**src/rtl/cpu_reset_ctrl_if.sv**
```systemverilog
// Control/status bundle between the reset controller and the board.
// The slave modport is the controller side and the master modport is the board side.
interface cpu_reset_ctrl_if;
    logic BUTTON_N;
    logic CPU_RESET_N;
    logic WDT_KICK;
    logic RESET_OE;
    logic HALT_OE;
    logic PERIPH_RESET;
    logic CPU_RUN;
    logic WDT_FIRED;

    modport master (
        output BUTTON_N, CPU_RESET_N, WDT_KICK,
        input  RESET_OE, HALT_OE, PERIPH_RESET, CPU_RUN, WDT_FIRED
    );

    modport slave (
        input  BUTTON_N, CPU_RESET_N, WDT_KICK,
        output RESET_OE, HALT_OE, PERIPH_RESET, CPU_RUN, WDT_FIRED
    );
endinterface

```
**src/rtl/cpu_reset_ctrl.sv**
```systemverilog
// 68000 reset sequencer: minimum-width /RESET+/HALT, debounced button, RESET-instruction pass-through.
// Optional watchdog is built when CPU_RESET_WDT_EN is defined.
module cpu_reset_ctrl #(
    parameter int HOLD_CYCLES     = 100000,
    parameter int DEBOUNCE_CYCLES = 10000,
    parameter int WDT_CYCLES      = 1000000
) (
    input  logic             MCLK_IN,
    input  logic             RESET_N,
    cpu_reset_ctrl_if.slave  bus
);
    localparam int HW = $clog2(HOLD_CYCLES + 1);
    localparam int DW = $clog2(DEBOUNCE_CYCLES + 1);

    localparam logic [1:0] S_HOLD  = 2'd0;
    localparam logic [1:0] S_BLANK = 2'd1;
    localparam logic [1:0] S_RUN   = 2'd2;
    localparam logic [1:0] S_PRST  = 2'd3;

    logic          r_btn_s1, r_btn_s2, r_crst_s1, r_crst_s2;
    logic          r_btn_pressed;
    logic [DW-1:0] r_db_cnt;
    logic [1:0]    r_state;
    logic [HW-1:0] r_count;
    logic          r_reset_oe, r_halt_oe, r_periph_reset, r_cpu_run;

    logic          w_btn_sample, w_btn_next, w_press_evt, w_wdt_timeout;
    logic [DW-1:0] w_db_cnt_next;
    logic [1:0]    w_state_next;
    logic [HW-1:0] w_count_next;

    always_ff @(posedge MCLK_IN or negedge RESET_N) begin
        if (!RESET_N) begin
            r_btn_s1  <= 1'b1;
            r_btn_s2  <= 1'b1;
            r_crst_s1 <= 1'b1;
            r_crst_s2 <= 1'b1;
        end else begin
            r_btn_s1  <= bus.BUTTON_N;
            r_btn_s2  <= r_btn_s1;
            r_crst_s1 <= bus.CPU_RESET_N;
            r_crst_s2 <= r_crst_s1;
        end
    end

    // The press event is taken combinationally, so the FSM reacts on the same edge the stable state flips.
    assign w_btn_sample = ~r_btn_s2;
    always_comb begin
        w_btn_next    = r_btn_pressed;
        w_db_cnt_next = '0;
        if (w_btn_sample != r_btn_pressed) begin
            if (r_db_cnt == DW'(DEBOUNCE_CYCLES - 1))
                w_btn_next = w_btn_sample;
            else
                w_db_cnt_next = r_db_cnt + 1'b1;
        end
    end
    assign w_press_evt = w_btn_next & ~r_btn_pressed;

`ifdef CPU_RESET_WDT_EN
    localparam int WW = $clog2(WDT_CYCLES + 1);
    logic [WW-1:0] r_wdt_cnt, w_wdt_cnt_next;
    logic          r_wdt_fired;

    always_comb begin
        w_wdt_timeout  = 1'b0;
        w_wdt_cnt_next = '0;
        if ((r_state == S_RUN || r_state == S_PRST) && !bus.WDT_KICK) begin
            if (r_wdt_cnt == WW'(WDT_CYCLES - 1))
                w_wdt_timeout = 1'b1;
            else
                w_wdt_cnt_next = r_wdt_cnt + 1'b1;
        end
    end

    always_ff @(posedge MCLK_IN or negedge RESET_N) begin
        if (!RESET_N) begin
            r_wdt_cnt   <= '0;
            r_wdt_fired <= 1'b0;
        end else begin
            r_wdt_cnt <= w_wdt_cnt_next;
            if (w_wdt_timeout)
                r_wdt_fired <= 1'b1;
        end
    end
    assign bus.WDT_FIRED = r_wdt_fired;
`else
    logic w_unused;
    assign w_unused      = bus.WDT_KICK & (WDT_CYCLES >= 2);
    assign w_wdt_timeout = 1'b0;
    assign bus.WDT_FIRED = 1'b0;
`endif

    // r_count is the HOLD width counter and also times the 3-cycle BLANK window.
    always_comb begin
        w_state_next = r_state;
        w_count_next = r_count;
        case (r_state)
            S_HOLD: begin
                if (w_press_evt) begin
                    w_count_next = '0;
                end else if (r_count >= HW'(HOLD_CYCLES - 1) && !w_btn_next) begin
                    w_state_next = S_BLANK;
                    w_count_next = '0;
                end else if (r_count != HW'(HOLD_CYCLES)) begin
                    w_count_next = r_count + 1'b1;
                end
            end
            S_BLANK: begin
                if (w_press_evt) begin
                    w_state_next = S_HOLD;
                    w_count_next = '0;
                end else if (r_count == HW'(2)) begin
                    w_state_next = S_RUN;
                    w_count_next = '0;
                end else begin
                    w_count_next = r_count + 1'b1;
                end
            end
            default: begin
                if (w_press_evt || w_wdt_timeout) begin
                    w_state_next = S_HOLD;
                    w_count_next = '0;
                end else if (r_state == S_RUN && !r_crst_s2) begin
                    w_state_next = S_PRST;
                end else if (r_state == S_PRST && r_crst_s2) begin
                    w_state_next = S_RUN;
                end
            end
        endcase
    end

    always_ff @(posedge MCLK_IN or negedge RESET_N) begin
        if (!RESET_N) begin
            r_btn_pressed  <= 1'b0;
            r_db_cnt       <= '0;
            r_state        <= S_HOLD;
            r_count        <= '0;
            r_reset_oe     <= 1'b1;
            r_halt_oe      <= 1'b1;
            r_periph_reset <= 1'b1;
            r_cpu_run      <= 1'b0;
        end else begin
            r_btn_pressed  <= w_btn_next;
            r_db_cnt       <= w_db_cnt_next;
            r_state        <= w_state_next;
            r_count        <= w_count_next;
            r_reset_oe     <= (w_state_next == S_HOLD);
            r_halt_oe      <= (w_state_next == S_HOLD);
            r_periph_reset <= (w_state_next != S_RUN);
            r_cpu_run      <= (w_state_next == S_RUN) || (w_state_next == S_PRST);
        end
    end

    assign bus.RESET_OE     = r_reset_oe;
    assign bus.HALT_OE      = r_halt_oe;
    assign bus.PERIPH_RESET = r_periph_reset;
    assign bus.CPU_RUN      = r_cpu_run;
endmodule

```
**src/flat_wrapper.sv**
```systemverilog
// flat-port wrapper written by rule: the top's interface ports become plain ports
module cpu_reset_ctrl_flat 
#(
    parameter int HOLD_CYCLES     = 100000,
    parameter int DEBOUNCE_CYCLES = 10000,
    parameter int WDT_CYCLES      = 1000000
)
  (MCLK_IN, RESET_N, bus_BUTTON_N, bus_CPU_RESET_N, bus_WDT_KICK, bus_RESET_OE, bus_HALT_OE, bus_PERIPH_RESET, bus_CPU_RUN, bus_WDT_FIRED);
  cpu_reset_ctrl_if bus_i ();
  input  logic MCLK_IN;
  input  logic RESET_N;
  input wire logic [$bits(bus_i.BUTTON_N)-1:0] bus_BUTTON_N;
  input wire logic [$bits(bus_i.CPU_RESET_N)-1:0] bus_CPU_RESET_N;
  input wire logic [$bits(bus_i.WDT_KICK)-1:0] bus_WDT_KICK;
  output wire logic [$bits(bus_i.RESET_OE)-1:0] bus_RESET_OE;
  output wire logic [$bits(bus_i.HALT_OE)-1:0] bus_HALT_OE;
  output wire logic [$bits(bus_i.PERIPH_RESET)-1:0] bus_PERIPH_RESET;
  output wire logic [$bits(bus_i.CPU_RUN)-1:0] bus_CPU_RUN;
  output wire logic [$bits(bus_i.WDT_FIRED)-1:0] bus_WDT_FIRED;
  assign bus_i.BUTTON_N = bus_BUTTON_N;
  assign bus_i.CPU_RESET_N = bus_CPU_RESET_N;
  assign bus_i.WDT_KICK = bus_WDT_KICK;
  assign bus_RESET_OE = bus_i.RESET_OE;
  assign bus_HALT_OE = bus_i.HALT_OE;
  assign bus_PERIPH_RESET = bus_i.PERIPH_RESET;
  assign bus_CPU_RUN = bus_i.CPU_RUN;
  assign bus_WDT_FIRED = bus_i.WDT_FIRED;
  cpu_reset_ctrl #(.HOLD_CYCLES(HOLD_CYCLES), .DEBOUNCE_CYCLES(DEBOUNCE_CYCLES), .WDT_CYCLES(WDT_CYCLES)) u_core (.MCLK_IN(MCLK_IN), .RESET_N(RESET_N), .bus(bus_i));
endmodule
```
**config.mk**
```make
export PLATFORM = sky130hd
export DESIGN_NAME = cpu_reset_ctrl_flat
export DESIGN_NICKNAME = d
export VERILOG_FILES = /design/src/rtl/cpu_reset_ctrl_if.sv /design/src/rtl/cpu_reset_ctrl.sv /design/src/flat_wrapper.sv
export SDC_FILE = /design/constraint.sdc
export NUM_CORES = 1
export LEC_CHECK = 0
export ABC_AREA = 1
export BUFFER_PORTS_ARGS = -buffer_cell sky130_fd_sc_hd__clkbuf_2
export CORE_AREA = 4 4 74 76
export DETAILED_ROUTE_END_ITERATION = 8
export DIE_AREA = 0 0 78 80
export PLACE_DENSITY = 0.74
export SLEW_MARGIN = 20
export SYNTH_ARGS = -nofsm -noshare
export SYNTH_HDL_FRONTEND = slang
export SYNTH_SLANG_ARGS = --single-unit
```
**constraint.sdc**
```tcl
create_clock -name MCLK_IN -period 1.7 [get_ports MCLK_IN]
set_input_delay 0.255 -clock MCLK_IN [delete_from_list [all_inputs] [get_ports MCLK_IN]]
set_output_delay 0.255 -clock MCLK_IN [all_outputs]
set_load 0.005 [all_outputs]
```
; After elaboration in Yosys (flattened, before gate mapping)
; Index checks and enable logic that the tools add are counted.
[totals]
register_bits = 41
elab_cells = 57
input_bits = 5
[classes]
mux = 19
add_sub_neg = 2
eq_ne = 11
reduce_logical = 10
n_lt_le_gt_ge = 1
bitwise = 3
[ops]
columns = cell, n
row1 = $mux 17, 6
row2 = $pmux 17 s2, 1
row3 = $mux 14, 2
row4 = $add 17x1->17 const B, 1
row5 = $eq 17x2->1 const B, 1
row6 = $ge 17x17->1 const B, 1
row7 = $ne 17x17->1 const B, 1
row8 = $add 14x1->14 const B, 1
row9 = $eq 14x14->1 const B, 1
row10 = $mux 2, 7
row11 = $eq 2x2->1 const B, 4
row12 = $logic_not 2->1, 2
row13 = $ne 4x1->1 const B, 1
row14 = $pmux 2 s2, 1
row15 = $logic_and 1x1->1, 3
row16 = $reduce_bool 3->1, 1
row17 = $eq 2x1->1 const B, 1
row18 = $logic_not 1->1, 2
row19 = $mux 1, 2
row20 = $ne 2x2->1 const B, 1
row21 = $not 1->1, 2
row22 = $reduce_and 2->1, 1
row23 = $and 1x1->1, 1
row24 = $logic_or 1x1->1, 1
row25 = $ne 1x1->1, 1

; Depth between registers and ports, before layout
[logic_depth]
depth_word = 10
ltp_mapped = 13
ltp_nobuf = 12

; Least setup slack after synthesis
; OpenSTA, ideal clock, no wires.
[synth_path]
path_type = register -> register
startpoint = register u_core.r_db_cnt[0]
endpoint = register u_core.r_count[14]
path_buffers = 1
t_arrival_ns = 1.499
slack_ns = 0.077
stages_incl_launch_ff = 12
period_less_slack_ns = 1.623
path_cell_list = dfrtp_1 ha_1 nand3_2 nor3_1 nand2_1 inv_1 nand3_1 nand3_4 nand2_4 buf_6 nand2_1 nand3_1
[synth_between]
elab_chain_cells = 8
word_cells_on_any_way = 13
cone_classes = eq/ne: 2 / mux: 6 / bitwise: 1 / reduce/logical: 4
[synth_lines]
columns = item, line
row1 = start: declaration, cpu_reset_ctrl.sv:22  ; logic [DW-1:0] r_db_cnt;
row2 = start signal: assignment, cpu_reset_ctrl.sv:145  ; r_db_cnt <= w_db_cnt_next;
row3 = $eq 14x14->1 *, cpu_reset_ctrl.sv:52  ; if (r_db_cnt == DW'(DEBOUNCE_CYCLES - 1))
row4 = $mux 1 *, cpu_reset_ctrl.sv:52
row5 = $mux 1 *, cpu_reset_ctrl.sv:51  ; if (w_btn_sample != r_btn_pressed) begin
row6 = $logic_not 1->1, cpu_reset_ctrl.sv:102  ; end else if (r_count >= HW'(HOLD_CYCLES - 1) && !w_btn_next) begin
row7 = $logic_and 1x1->1, cpu_reset_ctrl.sv:102
row8 = $mux 17, cpu_reset_ctrl.sv:102
row9 = $mux 17, cpu_reset_ctrl.sv:100  ; if (w_press_evt) begin
row10 = $pmux 17 s2, cpu_reset_ctrl.sv:98  ; case (r_state)
row11 = end signal: assignment, cpu_reset_ctrl.sv:147  ; r_count <= w_count_next;
row12 = end: declaration, cpu_reset_ctrl.sv:24  ; logic [HW-1:0] r_count;
; Mark *: on every way between the ends. The rest lies on a longest branch, timed or not.
; A chain may end at the register's enable or synchronous reset.

; Worst setup path after layout
[layout_path]
startpoint = register u_core.r_db_cnt[0]
endpoint = register u_core.r_count[10]
; The elaborated chain is that of the path after synthesis.

==> reports/qor.yml <==
outcome:
  status: "complete, no violations"
clocking:
  path_clk_slew_ps: 90
  clk_path_buf_depth: 2
  cts_tree: "built"
  clock_sinks: 41
  h-tree-depth: 2
  cts_made_buffers: 5
  cts_root_buf: "clkbuf_8"
  clk_latency_ps: 300
  cts_hold_buf: 0
layout:
  antenna_cells: 0
  fin_util_pct: 69.1
  final_layout_size_suffix_gt1_share_pct: 25.4
  fin_area_sq_um: 3260
  nets: 430
  area_delta_synth_final_pct: 24.7
route:
  finalWirelength_um: 5940
  wl_per_cell_um: 12.1
  dr_total_vias: 2499
  drt-initial-drc-count: 132
  first_pass_iters: 4
  antenna_left: 0
  route.detailed.drc: 0
  viasPerCell: 5.11
die:
  start_util_pct: 55.4
  core_sq_um: 4720
  die_h_um: 80
  num_io_pins: 10
  die_w_um: 78
  rows: 25
  dieArea_sq_um: 6240
sta:
  setup_violations: 0
  max_slew_margin_pct: 66.5
  drv_slew: 0
  finClkSkew_ps: 10.4
  timing.fmax_mhz: 592
  fin_setup_tns_ps: 0
  min_period_over_period_pct: 99.4
  tightest_slew_ps: 502
  fin_crit_ps: 1690
  rsz0062_at_grt: "true"
  hold_violations: 0
synth:
  ys_seq_area_share_pct: 39.5
  synth_nets: 378
  yosysWarnings: 0
  synth_cells: 369
  synth_cell_types: 31
  syn_area_sq_um: 2620
  ys_ff_latch: 41
  synth_edf_count: 0
  synthFlopType: "dfrtp_1"
  syn_avg_cell_area_sq_um: 7.09
  async_flop_share_pct: 100
min_path:
  min_path_type: "input port to async pin"
critical_path:
  start_kind: "register"
  cp-startpoint: "u_core.r_db_cnt[0]$_DFF_PN0_"
  reg2reg_to: "u_core.r_count[10]$_DFFE_PN0P_"
  r2r_cells: 12
  crit_required_ps: 1890
  arrival_ps: 1880
  critPathKind: "register to register"
  timing.rr.start: "u_core.r_db_cnt[0]$_DFF_PN0_"
  critical_path.endpoint: "u_core.r_count[10]$_DFFE_PN0P_"
  endpoint_kind: "register"
  worstPathMaxFanout: 6
  rrSetupSlack_ps: 10
power:
  ir_drop_mv: 0.443
  power.density_nw_per_um2: 566
  p_leak_nw: 1.64
  totalPowerFinal_w: 0.00185
placement:
  placed_cell_area_sq_um: 2970
  port_buffers: 7
  gp_congestion: 0.918
  hpwl_um: 4250
grt:
  grt_pass1_wl_um: 10400
  grt_pass1_vias: 2356
  grt_usage_pct: 21.0
  grt.overflow.total: 0
  antenna_found_initial: 0
  grt_max_degree: 42
job:
  drv_cap: 0
[synthesized netlist by cell type (all sizes together) (3+ instances only)]
| cell | number | area, sq um |
|---|---|---|
| a21oi | 8 | 40.0 |
| buf | 8 | 56.3 |
| clkbuf | 3 | 11.3 |
| dfrtp | 35 | 876 |
| dfstp | 6 | 158 |
| ha | 4 | 50.1 |
| inv | 48 | 180 |
| nand2 | 100 | 393 |
| nand3 | 49 | 268 |
| nand4 | 21 | 131 |
| nor2 | 50 | 203 |
| nor3 | 7 | 35.0 |
| o21ai | 4 | 20.0 |
| xnor2 | 3 | 26.3 |
| xor2 | 10 | 87.6 |
[flip-flops by register name (all words and copies together) (netlist names)]
register	flops
u_core.bus.RESET_OE	1
u_core.r_db_cnt	14
u_core.r_crst_s2	1
u_core.r_state	2
u_core.r_count	17
u_core.r_crst_s1	1
u_core.r_btn_s1	1
u_core.bus.CPU_RUN	1
u_core.bus.PERIPH_RESET	1
u_core.r_btn_pressed	1
u_core.r_btn_s2	1
[worst min path at each step]
stage | from | to | cells past startpoint
after floorplan | RESET_N | u_core.bus.CPU_RUN$_DFF_PN0_ | 0
after CTS | RESET_N | u_core.r_db_cnt[3]$_DFF_PN0_ | 2
after detailed placement | bus_BUTTON_N | u_core.r_btn_s1$_DFF_PN1_ | 1
after global routing | bus_BUTTON_N | u_core.r_btn_s1$_DFF_PN1_ | 1
after global placement | RESET_N | u_core.r_db_cnt[3]$_DFF_PN0_ | 2
final | RESET_N | u_core.r_db_cnt[3]$_DFF_PN0_ | 2
[critical path, stage by stage (launching register included)]
cell and delay, ps:
dfrtp_1 410, ha_4 160, nand3_4 100, nor2_4 140
nand2_2 80, nand2_2 80, nand2_4 60, nand2_4 70
nand3_4 90, nand2_8 100, clkinvlp_4 140, nand2_1 90
nand2_1 50
[per-stage QoR]
| stage | hold WS, ps | cells | setup WS (ps) |
|---|---|---|---|
| floorplan | -40.6 | 369 | 76.8 |
| global placement | 342 | 472 | -63.3 |
| detailed placement | 344 | 472 | -132 |
| CTS | 19.2 | 484 | 4.61 |
| global route | 18.5 | 489 | -153 |
| finish | 4.40 | 489 | 9.50 |
[cells by family (layout without fill, tap and decap cells)]
family                   count (synthesis)  count (layout)  share of synthesized area [%]
AND/OR/NAND/NOR                        235             235                           41.4
flip-flops                              41              41                           39.5
buffers and inverters                   60             113                           9.61
AO/OA/AOI/OAI                           15              15                           3.06
XOR/XNOR                                13              13                           4.35
other                                    1               1                          0.143
adder cells (fa/ha/maj)                  4               4                           1.91
[power breakdown]
group          switching (W)  internal, W
sequential        0.00000886     0.000989
clock               0.000347     0.000441
combinational      0.0000361    0.0000233
total               0.000392      0.00145
[area by class of cell]
class	count	area, sq um
clock inverter	2	38.8
timing repair buffer	56	407
tap	67	83.8
sequential	41	1030
fill	379	1460
clock buffer	6	72.6
multi-input combinational	268	1440
inverter	49	188
[layout by cell type (no fill, tap or decap), types with 6 or more instances in the layout]
cell,netlist,final
a21oi_1,8,8
nand4_1,21,21
clkbuf_2,0,7
nand2_1,97,91
nand3_2,2,6
nand2_2,1,6
buf_4,4,48
xor2_1,10,10
inv_1,48,43
nand3_1,46,41
dfrtp_1,35,34
dfstp_2,6,6
nor2_2,6,6
nor2_1,44,42
[routing by layer]
layer | part of all wire (%) | routed length [um] | GRT usage [%] | up-vias
met3 | 3.2 | 190 | 4.29 | 8
met1 | 44 | 2620 | 24.8 | 1156
li1 | - | - | - | 1289
met2 | 51 | 3050 | 37.8 | 46
met4 | 1.4 | 81 | 6.99 | 0
met5 | 0 | 0 | 0 | -
[what timing repair did]
| action | 4_1_cts | 5_1_grt |
|---|---|---|
| cloned | 0 | 0 |
| pin swaps | 1 | 13 |
| endpoints found under the setup margin | 10 | 25 |
| buffers inserted | 4 | 5 |
| gates resized for setup | 6 | 25 |
(Power assumes the default switching activity.)
